**src/rtl/cart_ram_pkg.sv**
```systemverilog
// cart_ram_pkg
//   Shared types and constants for the cart-RAM arbiter.
//   state_t  : arbiter FSM states
//   src_t    : request sources, listed in grant priority order
//   req_t    : one pending request {valid, we, addr, data}
//   CRAM_AW  : width of the address field held in a pending request
package cart_ram_pkg;

    localparam int CRAM_AW = 17;

    typedef enum logic [1:0] {
        IDLE,
        BUSY,
        BK_HI
    } state_t;

    typedef enum logic [1:0] {
        SRC_MAP,
        SRC_CPU,
        SRC_BK
    } src_t;

    // data is 16 bits so a backup word fits; CPU/mapper use data[7:0].
    // For backup requests addr holds the byte-0 address {bk_addr, 1'b0}.
    typedef struct packed {
        logic               valid;
        logic               we;
        logic [CRAM_AW-1:0] addr;
        logic [15:0]        data;
    } req_t;

    localparam logic [7:0]  CPU_DO_RST = 8'hFF;
    localparam logic [15:0] BK_DO_RST  = 16'hFFFF;

endpackage

```
**src/rtl/cart_ram_slot.sv**
```systemverilog
// cart_ram_slot
//   One pending-request slot for a single source of the arbiter.
//   Captures a request on strobe, overwrites a not-yet-issued request,
//   never touches an issued one, and clears on completion.
// Ports:
//   clk_sys, reset : clock, async active-high reset
//   strobe         : source strobe, req_in is captured on it
//   req_in         : request to capture (valid bit set by the caller)
//   issue          : the arbiter has granted this slot this cycle
//   done           : the granted access completes this cycle
//   slot           : current slot contents
//   overrun        : sticky, a strobe hit an occupied slot
module cart_ram_slot
    import cart_ram_pkg::*;
(
    input  logic clk_sys,
    input  logic reset,
    input  logic strobe,
    input  req_t req_in,
    input  logic issue,
    input  logic done,
    output req_t slot,
    output logic overrun
);

    logic issued;

    always_ff @(posedge clk_sys or posedge reset) begin
        if (reset) begin
            slot    <= '0;
            issued  <= 1'b0;
            overrun <= 1'b0;
        end else if (done) begin
            // A strobe landing on the completion cycle fills the freed slot.
            if (strobe) slot <= req_in;
            else        slot <= '0;
            issued <= 1'b0;
        end else begin
            if (issue) issued <= 1'b1;
            if (strobe) begin
                if (!slot.valid) begin
                    slot <= req_in;
                end else begin
                    overrun <= 1'b1;
                    // On the grant cycle the old contents are already being
                    // latched into the memory port, so the new strobe is dropped.
                    if (!issued && !issue) slot <= req_in;
                end
            end
        end
    end

endmodule

```
**src/rtl/cart_ram_arbiter.sv**
```systemverilog
// cart_ram_arbiter
//   Serialises mapper direct writes, CPU cart-RAM accesses and backup-RAM
//   word accesses onto one byte-wide req/ack memory port.
//   Priority map > cpu > bk; a backup word is two consecutive byte accesses
//   (little-endian) that cannot be split by other sources.
// Optional feature: define CART_RAM_TIMEOUT_EN to abort an access after
//   TIMEOUT cycles without mem_ack (read data 8'hFF) and flag timeout_err.
// Ports:
//   clk_sys, reset                      clock, async active-high reset
//   cpu_rd/cpu_wr/cpu_addr/cpu_di       CPU strobes, address, write data
//   cpu_do, cpu_busy                    held read data, CPU request pending
//   map_wr/map_addr/map_di              mapper direct write
//   bk_rd/bk_wr/bk_addr/bk_di           backup word access
//   bk_do, bk_ack                       held backup word, completion pulse
//   mem_req/mem_we/mem_addr/mem_d       memory request (held until ack)
//   mem_q, mem_ack                      memory read data, completion pulse
//   overrun                             sticky source overrun
//   timeout_err                         sticky timeout (optional)
module cart_ram_arbiter
    import cart_ram_pkg::*;
#(
    parameter int AW = 17
`ifdef CART_RAM_TIMEOUT_EN
    ,
    parameter int TIMEOUT = 64
`endif
) (
    input  logic          clk_sys,
    input  logic          reset,
    input  logic          cpu_rd,
    input  logic          cpu_wr,
    input  logic [AW-1:0] cpu_addr,
    input  logic [7:0]    cpu_di,
    output logic [7:0]    cpu_do,
    output logic          cpu_busy,
    input  logic          map_wr,
    input  logic [AW-1:0] map_addr,
    input  logic [7:0]    map_di,
    input  logic          bk_rd,
    input  logic          bk_wr,
    input  logic [AW-2:0] bk_addr,
    input  logic [15:0]   bk_di,
    output logic [15:0]   bk_do,
    output logic          bk_ack,
    output logic          mem_req,
    output logic          mem_we,
    output logic [AW-1:0] mem_addr,
    output logic [7:0]    mem_d,
    input  logic [7:0]    mem_q,
    input  logic          mem_ack,
    output logic          overrun
`ifdef CART_RAM_TIMEOUT_EN
    ,
    output logic          timeout_err
`endif
);

    // state | meaning
    // IDLE  | no access in flight; grants the highest-priority valid slot
    // BUSY  | single byte access (or backup byte 0) waiting for ack
    // BK_HI | backup byte 1; raised without re-arbitration, waits for ack

    state_t state, state_next;
    src_t   cur_src, sel;
    req_t   map_in, cpu_in, bk_in;
    req_t   map_q, cpu_q, bk_q, sel_req;
    logic   ovr_map, ovr_cpu, ovr_bk;
    logic   grant, load_hi, load_en;
    logic   issue_map, issue_cpu, issue_bk;
    logic   done_map, done_cpu, done_bk;
    logic   ack_eff, tmo_hit;
    logic [7:0]    q_eff;
    logic [AW-1:0] nxt_addr;
    logic [7:0]    nxt_d;

    always_comb begin
        map_in.valid = 1'b1;
        map_in.we    = 1'b1;
        map_in.addr  = CRAM_AW'(map_addr);
        map_in.data  = {8'h00, map_di};

        cpu_in.valid = 1'b1;
        cpu_in.we    = cpu_wr;
        cpu_in.addr  = CRAM_AW'(cpu_addr);
        cpu_in.data  = {8'h00, cpu_di};

        bk_in.valid  = 1'b1;
        bk_in.we     = bk_wr;
        bk_in.addr   = CRAM_AW'({bk_addr, 1'b0});
        bk_in.data   = bk_di;
    end

    cart_ram_slot u_slot_map (
        .clk_sys (clk_sys),
        .reset   (reset),
        .strobe  (map_wr),
        .req_in  (map_in),
        .issue   (issue_map),
        .done    (done_map),
        .slot    (map_q),
        .overrun (ovr_map)
    );

    cart_ram_slot u_slot_cpu (
        .clk_sys (clk_sys),
        .reset   (reset),
        .strobe  (cpu_rd | cpu_wr),
        .req_in  (cpu_in),
        .issue   (issue_cpu),
        .done    (done_cpu),
        .slot    (cpu_q),
        .overrun (ovr_cpu)
    );

    cart_ram_slot u_slot_bk (
        .clk_sys (clk_sys),
        .reset   (reset),
        .strobe  (bk_rd | bk_wr),
        .req_in  (bk_in),
        .issue   (issue_bk),
        .done    (done_bk),
        .slot    (bk_q),
        .overrun (ovr_bk)
    );

    assign overrun  = ovr_map | ovr_cpu | ovr_bk;
    assign cpu_busy = cpu_q.valid;  // slot stays valid until its access completes

`ifdef CART_RAM_TIMEOUT_EN
    localparam logic [7:0] TMO_LOAD = 8'(TIMEOUT - 1);
    logic [7:0] tmo_cnt;

    assign tmo_hit = mem_req && (tmo_cnt == 8'd0);
    assign q_eff   = (tmo_hit && !mem_ack) ? 8'hFF : mem_q;

    always_ff @(posedge clk_sys or posedge reset) begin
        if (reset) begin
            tmo_cnt     <= 8'd0;
            timeout_err <= 1'b0;
        end else begin
            if (load_en)
                tmo_cnt <= TMO_LOAD;
            else if (mem_req && tmo_cnt != 8'd0)
                tmo_cnt <= tmo_cnt - 8'd1;
            if (tmo_hit && !mem_ack)
                timeout_err <= 1'b1;
        end
    end
`else
    assign tmo_hit = 1'b0;
    assign q_eff   = mem_q;
`endif

    // A stray ack while no request is raised is ignored.
    assign ack_eff = mem_req && (mem_ack || tmo_hit);

    always_comb begin
        state_next = state;
        sel        = SRC_MAP;
        if (state == BK_HI)   sel = SRC_BK;
        else if (map_q.valid) sel = SRC_MAP;
        else if (cpu_q.valid) sel = SRC_CPU;
        else if (bk_q.valid)  sel = SRC_BK;

        sel_req = map_q;
        case (sel)
            SRC_MAP: sel_req = map_q;
            SRC_CPU: sel_req = cpu_q;
            default: sel_req = bk_q;
        endcase

        grant    = (state == IDLE) && sel_req.valid;
        load_hi  = (state == BK_HI) && !mem_req && sel_req.valid;
        load_en  = grant || load_hi;
        nxt_addr = load_hi ? AW'({sel_req.addr[CRAM_AW-1:1], 1'b1}) : AW'(sel_req.addr);
        nxt_d    = load_hi ? sel_req.data[15:8] : sel_req.data[7:0];

        issue_map = grant && (sel == SRC_MAP);
        issue_cpu = grant && (sel == SRC_CPU);
        issue_bk  = grant && (sel == SRC_BK);
        done_map  = ack_eff && (state == BUSY) && (cur_src == SRC_MAP);
        done_cpu  = ack_eff && (state == BUSY) && (cur_src == SRC_CPU);
        done_bk   = ack_eff && (state == BK_HI);

        case (state)
            IDLE:    if (grant) state_next = BUSY;
            BUSY:    if (ack_eff) state_next = (cur_src == SRC_BK) ? BK_HI : IDLE;
            BK_HI:   if (ack_eff) state_next = IDLE;
            default: state_next = IDLE;
        endcase
    end

    always_ff @(posedge clk_sys or posedge reset) begin
        if (reset) state <= IDLE;
        else       state <= state_next;
    end

    always_ff @(posedge clk_sys or posedge reset) begin
        if (reset) begin
            cur_src  <= SRC_MAP;
            mem_req  <= 1'b0;
            mem_we   <= 1'b0;
            mem_addr <= '0;
            mem_d    <= 8'h00;
            cpu_do   <= CPU_DO_RST;
            bk_do    <= BK_DO_RST;
            bk_ack   <= 1'b0;
        end else begin
            bk_ack <= 1'b0;
            if (load_en) begin
                if (grant) cur_src <= sel;
                mem_req  <= 1'b1;
                mem_we   <= sel_req.we;
                mem_addr <= nxt_addr;
                mem_d    <= nxt_d;
            end
            if (ack_eff) begin
                mem_req <= 1'b0;
                if (state == BUSY) begin
                    if (cur_src == SRC_CPU && !mem_we) cpu_do      <= q_eff;
                    if (cur_src == SRC_BK  && !mem_we) bk_do[7:0]  <= q_eff;
                end else if (state == BK_HI) begin
                    if (!mem_we) bk_do[15:8] <= q_eff;
                    bk_ack <= 1'b1;
                end
            end
        end
    end

endmodule

```
**config.mk**
```make
export PLATFORM = sky130hd
export DESIGN_NAME = cart_ram_arbiter
export DESIGN_NICKNAME = d
export VERILOG_FILES = /design/src/rtl/cart_ram_pkg.sv /design/src/rtl/cart_ram_slot.sv /design/src/rtl/cart_ram_arbiter.sv
export SDC_FILE = /design/constraint.sdc
export NUM_CORES = 1
export LEC_CHECK = 0
export ABC_AREA = 1
export CAP_MARGIN = 15
export CORE_ASPECT_RATIO = 1.4
export CORE_MARGIN = 4
export CORE_UTILIZATION = 41
export CTS_CLUSTER_DIAMETER = 150
export DETAILED_ROUTE_END_ITERATION = 8
export PLACE_DENSITY = 0.69
export SETUP_SLACK_MARGIN = 0.02
export SYNTH_ARGS = -nofsm -noshare
export SYNTH_HDL_FRONTEND = slang
export SYNTH_SLANG_ARGS = --single-unit
```
**constraint.sdc**
```tcl
create_clock -name clk_sys -period 9.1 [get_ports clk_sys]
set_input_delay 0.91 -clock clk_sys [delete_from_list [all_inputs] [get_ports clk_sys]]
set_output_delay 0.91 -clock clk_sys [all_outputs]
set_load 0.005 [all_outputs]
```
Word level (Yosys, flattened, before mapping)
Index checks and enable logic that the tools add are counted.
{"block": "classes", "n_eq_ne": 12, "muxes": 38, "bitwise_logic": 9, "n_reduce_logical": 46}
{"operator": "$mux 35", "count": 12}
{"operator": "$mux 34", "count": 3}
{"operator": "$pmux 35 s2", "count": 1}
{"operator": "$reduce_and 3->1", "count": 6}
{"operator": "$logic_and 1x1->1", "count": 16}
{"operator": "$mux 2", "count": 8}
{"operator": "$reduce_bool 2->1", "count": 7}
{"operator": "$mux 1", "count": 12}
{"operator": "$ne 3x3->1 const B", "count": 3}
{"operator": "$logic_not 1->1", "count": 8}
{"operator": "$mux 8", "count": 1}
{"operator": "$reduce_and 2->1", "count": 4}
{"operator": "$eq 2x1->1 const B", "count": 3}
{"operator": "$eq 2x2->1 const B", "count": 3}
{"operator": "$logic_not 2->1", "count": 3}
{"operator": "$ne 2x2->1 const B", "count": 3}
{"operator": "$pmux 2 s3", "count": 1}
{"operator": "$not 1->1", "count": 5}
{"operator": "$or 1x1->1", "count": 4}
{"operator": "$reduce_and 4->1", "count": 1}
{"operator": "$logic_or 1x1->1", "count": 1}
{"block": "word_totals", "regBits": 167, "input_bits": 98, "output_inout_bits": 54, "wordCells": 133}

Longest topological paths before layout
{"block": "logic_depth", "word_depth": 14, "mapped_depth": 12, "depth_no_buf": 10}

Cells and area by module
From an unflattened synthesis, not the netlist that was laid out.
{"block": "unflattened", "hier_cells": 897, "hier_area_um2": 7584.8}
{"mod": "cart_ram_slot", "n_inst": 3, "cells_per_inst": 169, "area_per_inst_um2": 1551.5, "seq_area_each_um2": 925.9}
{"mod": "cart_ram_arbiter", "n_inst": 1, "cells_per_inst": 390, "area_per_inst_um2": 2930.3, "seq_area_each_um2": 1431.4}

Worst setup path before layout
No wires, ideal clock.
{"block": "synth_path", "kind": "input-to-reg", "from": "input port mem_ack", "to": "register u_slot_map.slot[0] (netlist name)", "setup_time_ns": 0.117, "arrival_time_ns": 1.777, "required_ns": 8.983, "slack_ns": 7.206, "stages": 10, "n_path_buf": 1, "cell_sequence": "nand2_2 nor2_4 nand2_2 nand2_1 inv_2 nand2_4 nand2_2 buf_2 nand2_1 nand2_1"}
{"block": "synth_between", "elab_chain_len": 5, "elab_cells_between_ends": 7, "cone_classes": "1 x eq/ne; 1 x mux; 5 x reduce/logical"}
{"item": "from (decl)", "line": "cart_ram_arbiter.sv:50", "source": "input logic mem_ack,"}
{"item": "$logic_and 1x1->1 *", "line": "cart_ram_arbiter.sv:155", "source": "assign ack_eff = mem_req && (mem_ack || tmo_hit);"}
{"item": "$logic_and 1x1->1 * (2 in a row)", "line": "cart_ram_arbiter.sv:181", "source": "done_map = ack_eff && (state == BUSY) && (cur_src == SRC_MAP);"}
{"item": "$ne 3x3->1 (no line) / $reduce_bool 2->1 (equally long branches)"}
{"item": "$reduce_and 2->1 (no line)"}
{"item": "to (signal assigned)", "line": "cart_ram_slot.sv:35", "source": "if (strobe) slot <= req_in;"}
{"item": "to (signal assigned)", "line": "cart_ram_slot.sv:42", "source": "slot <= req_in;"}
{"item": "to (signal assigned)", "line": "cart_ram_slot.sv:47", "source": "if (!issued && !issue) slot <= req_in;"}
{"item": "to (decl)", "line": "cart_ram_slot.sv:22", "source": "output req_t slot,"}
Every way passes the cells marked *; elsewhere a longest branch is shown, timed or not.
A chain may end at the register's enable or synchronous reset.

Worst setup path in the final report
{"block": "layout_path", "from": "input port mem_ack", "to": "register u_slot_bk.slot[31] (netlist name)"}
{"block": "layout_between", "elab_chain_len": 4, "elab_cells_between_ends": 6, "cone_classes": "1 x eq/ne; 1 x mux; 4 x reduce/logical"}
{"item": "$logic_and 1x1->1 *", "line": "cart_ram_arbiter.sv:155"}
{"item": "$logic_and 1x1->1 *", "line": "cart_ram_arbiter.sv:183", "source": "done_bk = ack_eff && (state == BK_HI);"}
{"item": "$ne 3x3->1 (no line) / $reduce_bool 2->1 (equally long branches)"}
{"item": "$reduce_and 2->1 (no line)"}
{"item": "to (signal assigned)", "line": "cart_ram_slot.sv:35"}
{"item": "to (signal assigned)", "line": "cart_ram_slot.sv:42"}
{"item": "to (signal assigned)", "line": "cart_ram_slot.sv:47"}
{"item": "to (decl)", "line": "cart_ram_slot.sv:22"}
Marks and branches as above.

==> summary by stage <==
Status
The flow ran to the end, and the final reports show no timing, DRC or antenna violations.

Synthesis
The gate count after technology mapping is 765. The flip-flop and latch count after synthesis is 150. The netlist uses 27 different library cells. The proportion of synthesized chip area in sequential cells is a little under three fifths.

The total nets after synthesis is 863. The mean cell area of the mapped netlist is 8.600 µm². The Yosys step of the flow raised 0 warnings.

The summed instance area of the synthesized netlist is 0.006579 mm².

Clock network
TritonCTS built the clock tree. Counting the buffers created by CTS gives 17. After clock tree synthesis, the clock-pin slew on the worst setup and hold paths is 0.06 ns. CTS built an H-tree with a depth of 4. The count of hold-fix buffers inserted at cts is 0. Counting every sink on the clock net gives 150. The number of buffers inserted by post-CTS setup repair is 0. The post-cts resize count is 0. The insertion delay to the later sink of the worst-skew pair is roughly 0.42 ns.

The clock passes through at most 2 buffers. The buffer cell driving the clock tree root is sky130_fd_sc_hd__clkbuf_16.

Timing
At the pin with the least slew margin, the transition time is 1.128 ns. The setup-violating endpoint count in the final report is 0. Summed over all failing endpoints, the final setup total negative slack is 0 ns.

The fraction of the cycle the final worst path needs is between 20% and 30%. The number of hold violations in the final report is 0. Setup slack closes at 6.373 ns. Setup repair after global routing left no endpoint under its margin. Between clock sinks in the finished design, the worst skew comes to a little over 0.02 ns. Based on the critical path, the design can be clocked at up to 366.8 MHz. The worst slew margin relative to its limit is about a quarter. The final critical path time including I/O delays and setup is 2.727 ns. The number of pins exceeding their max-slew limit in the final report is 0.

GRT
For this run the aggregate overflow at the end of global routing stands at 0. The maximum number of pins on one net before global-route repair is 95. The first global-routing pass estimated 29150 µm of wire. The initial antenna violation count came to 0. The via count of the first global-routing pass came to 5617. The overall fraction of global-route tracks in use is 20.65%.

Final layout
The fraction of layout cells with a size suffix above 1 is 10.94%. The area growth from synthesis to layout is 33.66%. At the end of the flow the core is filled with cells to between 50% and 60%. Leaving out fill and tap cells, the most frequent cell in the layout is sky130_fd_sc_hd__nand2_1.

0 antenna diodes ended up in the layout. For this run, the post-layout net count is 999. The filler-free cell count of the finished design is 1110. Leaving out fill and tap cells, the most frequent cells in the layout are sky130_fd_sc_hd__nand2_1 (318), sky130_fd_sc_hd__clkdlybuf4s50_1 (151), sky130_fd_sc_hd__nand3_1 (127), sky130_fd_sc_hd__dfrtp_1 (126), sky130_fd_sc_hd__inv_1 (27).

Detailed routing
The count of nets left with antenna violations once routing finished came out at 0. The post-detailed-route DRC marker count is 0. Before antenna repair, the detailed router went through 5 iterations. The routed layout has between 5k and 6k vias. The total routed wirelength is 18170 µm. Dividing the detail-routed wire length by the instance count gives around 16 µm. The detailed router's first-iteration violation count is 369. In the routed layout, each cell is associated on average with a via count of 5.048.

Worst setup path
In this run the register-to-register setup slack is just under 7 ns. The required time of the worst setup path is 9.40 ns. Data arrives at the worst endpoint at 3.02 ns. Measured in cells, the most critical reg-to-reg path has a length of 8. The element type at the critical path end is a flip-flop. The end of the worst register-to-register path is mem_d[0]. STA classifies the critical path startpoint as an input port. In this run the worst path has a maximum fanout of 17.

The startpoint identified for the worst register-to-register timing path is state[1]. The critical path is of the in2reg type.

Place
The worst-case setup slack after placement is approximately 5.0 ns. The congestion estimate from routability-driven global placement came to 0.8139. The HPWL after detailed placement is approximately 13000 µm. The post-placement cell count is about 1.1k.

Buffers placed on the I/O ports in this run total 151.

Worst hold path
In this run the most critical hold path is launched from u_slot_map.overrun. The path class of the tightest hold or removal check is reg2reg. Counting instances, the worst hold path has a depth of 2. The hold path endpoint is u_slot_map.overrun.

Power and ir drop
The power density of the placed cells is 333.0 mW/mm². The maximum resistive drop on vdd is 0.1521 mV. In this run the static leakage power is approximately 0.0043 µW.

Flow run
Across the run, the number of max-cap violations was 0.

Floorplanning
The core box area is 0.01568 mm². The die outline area is 0.01816 mm². The initial core utilization is 41.97%. 152 I/O pins were placed. In this run the vertical extent of the chip is around 160 µm. The count of standard-cell rows is 54.

From left edge to right edge, the die measures 115.1 µm.
[state kept, by name, indices dropped and copies added, names as in the netlist, 2 cells and up]
signal and cells:
state 2, mem_d 8, cur_src 2, u_slot_cpu.slot 27, bk_do 16, u_slot_map.slot 27
cpu_do 8, u_slot_bk.slot 34, mem_addr 17
[through the flow]
step / hold WS [ns] / power [µW] / cell area (µm²)
6_report: 0.4597 / 2928 / 8793
4_1_cts: 0.4607 / 2939 / 8766
3_5_place_dp: 0.4420 / 2243 / 8180
3_3_place_gp: 0.4398 / 2211 / 8180
5_1_grt: 0.4760 / 3152 / 8793
2_1_floorplan: 0.4216 / 1796 / 6579
[logic make-up after synthesis]
kind of cell / after synthesis / synth area share (%)
and+or+nand+nor: 483 / 31.63
DFF: 150 / 57.51
buffers and inverters: 72 / 4.945
AOI/OAI and AO/OA: 60 / 5.915
[worst max-delay path, cell delays in order]
cell,delay (ns)
sky130_fd_sc_hd__clkdlybuf4s50_1,0.50
sky130_fd_sc_hd__nand2_2,0.13
sky130_fd_sc_hd__nor2_2,0.20
sky130_fd_sc_hd__nor2_1,0.08
sky130_fd_sc_hd__nand2_1,0.26
sky130_fd_sc_hd__nand2_1,0.44
sky130_fd_sc_hd__buf_4,0.37
sky130_fd_sc_hd__nand2_1,0.08
sky130_fd_sc_hd__nand2_1,0.05
[metal layers]
metal	track usage [%]	part of all wire, %	up-vias
met5	0	0	-
met1	25.99	41	2665
met3	3.824	4.9	23
met2	35.84	52	177
met4	6.655	1.9	0
li1	-	-	2738
[final cells by class]
type                    instances  area (µm²)
clock buffers                  22       495.5
clock inverters                10       90.09
fillers                      1438        6882
inverters                      33       128.9
multi-input cells             543        2481
flip-flops and latches        150        3784
well taps                     196       245.2
repair buffers                156        1569
[power breakdown]
group          leakage [µW]  switching (µW)  total (µW)  internal, µW
Clock              0.000297             271         687           416
Sequential          0.00179             170        1170           997
Combinational       0.00218             613        1070           461
Total               0.00427            1050        2930          1870
[Yosys cell counts (all sizes together)]
| master | number | area, µm² |
|---|---|---|
| nand2 | 329 | 1287 |
| nand3 | 127 | 635.6 |
| dfrtp | 126 | 3153 |
| o21ai | 34 | 200.2 |
| inv | 33 | 123.9 |
| buf | 26 | 152.7 |
| dfstp | 24 | 630.6 |
| o211ai | 18 | 135.1 |
| nor2 | 16 | 80.07 |
| clkbuf | 13 | 48.80 |
| or2 | 9 | 56.31 |
| a21oi | 4 | 23.77 |
| nor3 | 2 | 21.27 |
| o21a | 2 | 15.01 |
| a21boi | 1 | 7.510 |
| o31ai | 1 | 7.510 |
[worst max path at each step]
stage / endpoint / depth (start not counted) / startpoint
global route: u_slot_bk.slot[17] / 9 / mem_ack
finish: u_slot_bk.slot[31] / 9 / mem_ack
detailed placement: u_slot_bk.slot[31] / 9 / mem_ack
CTS: u_slot_bk.slot[21] / 9 / mem_ack
global placement: u_slot_bk.slot[33] / 9 / mem_ack
floorplan: bk_ack / 1 / reset
(Power assumes the default switching activity.)
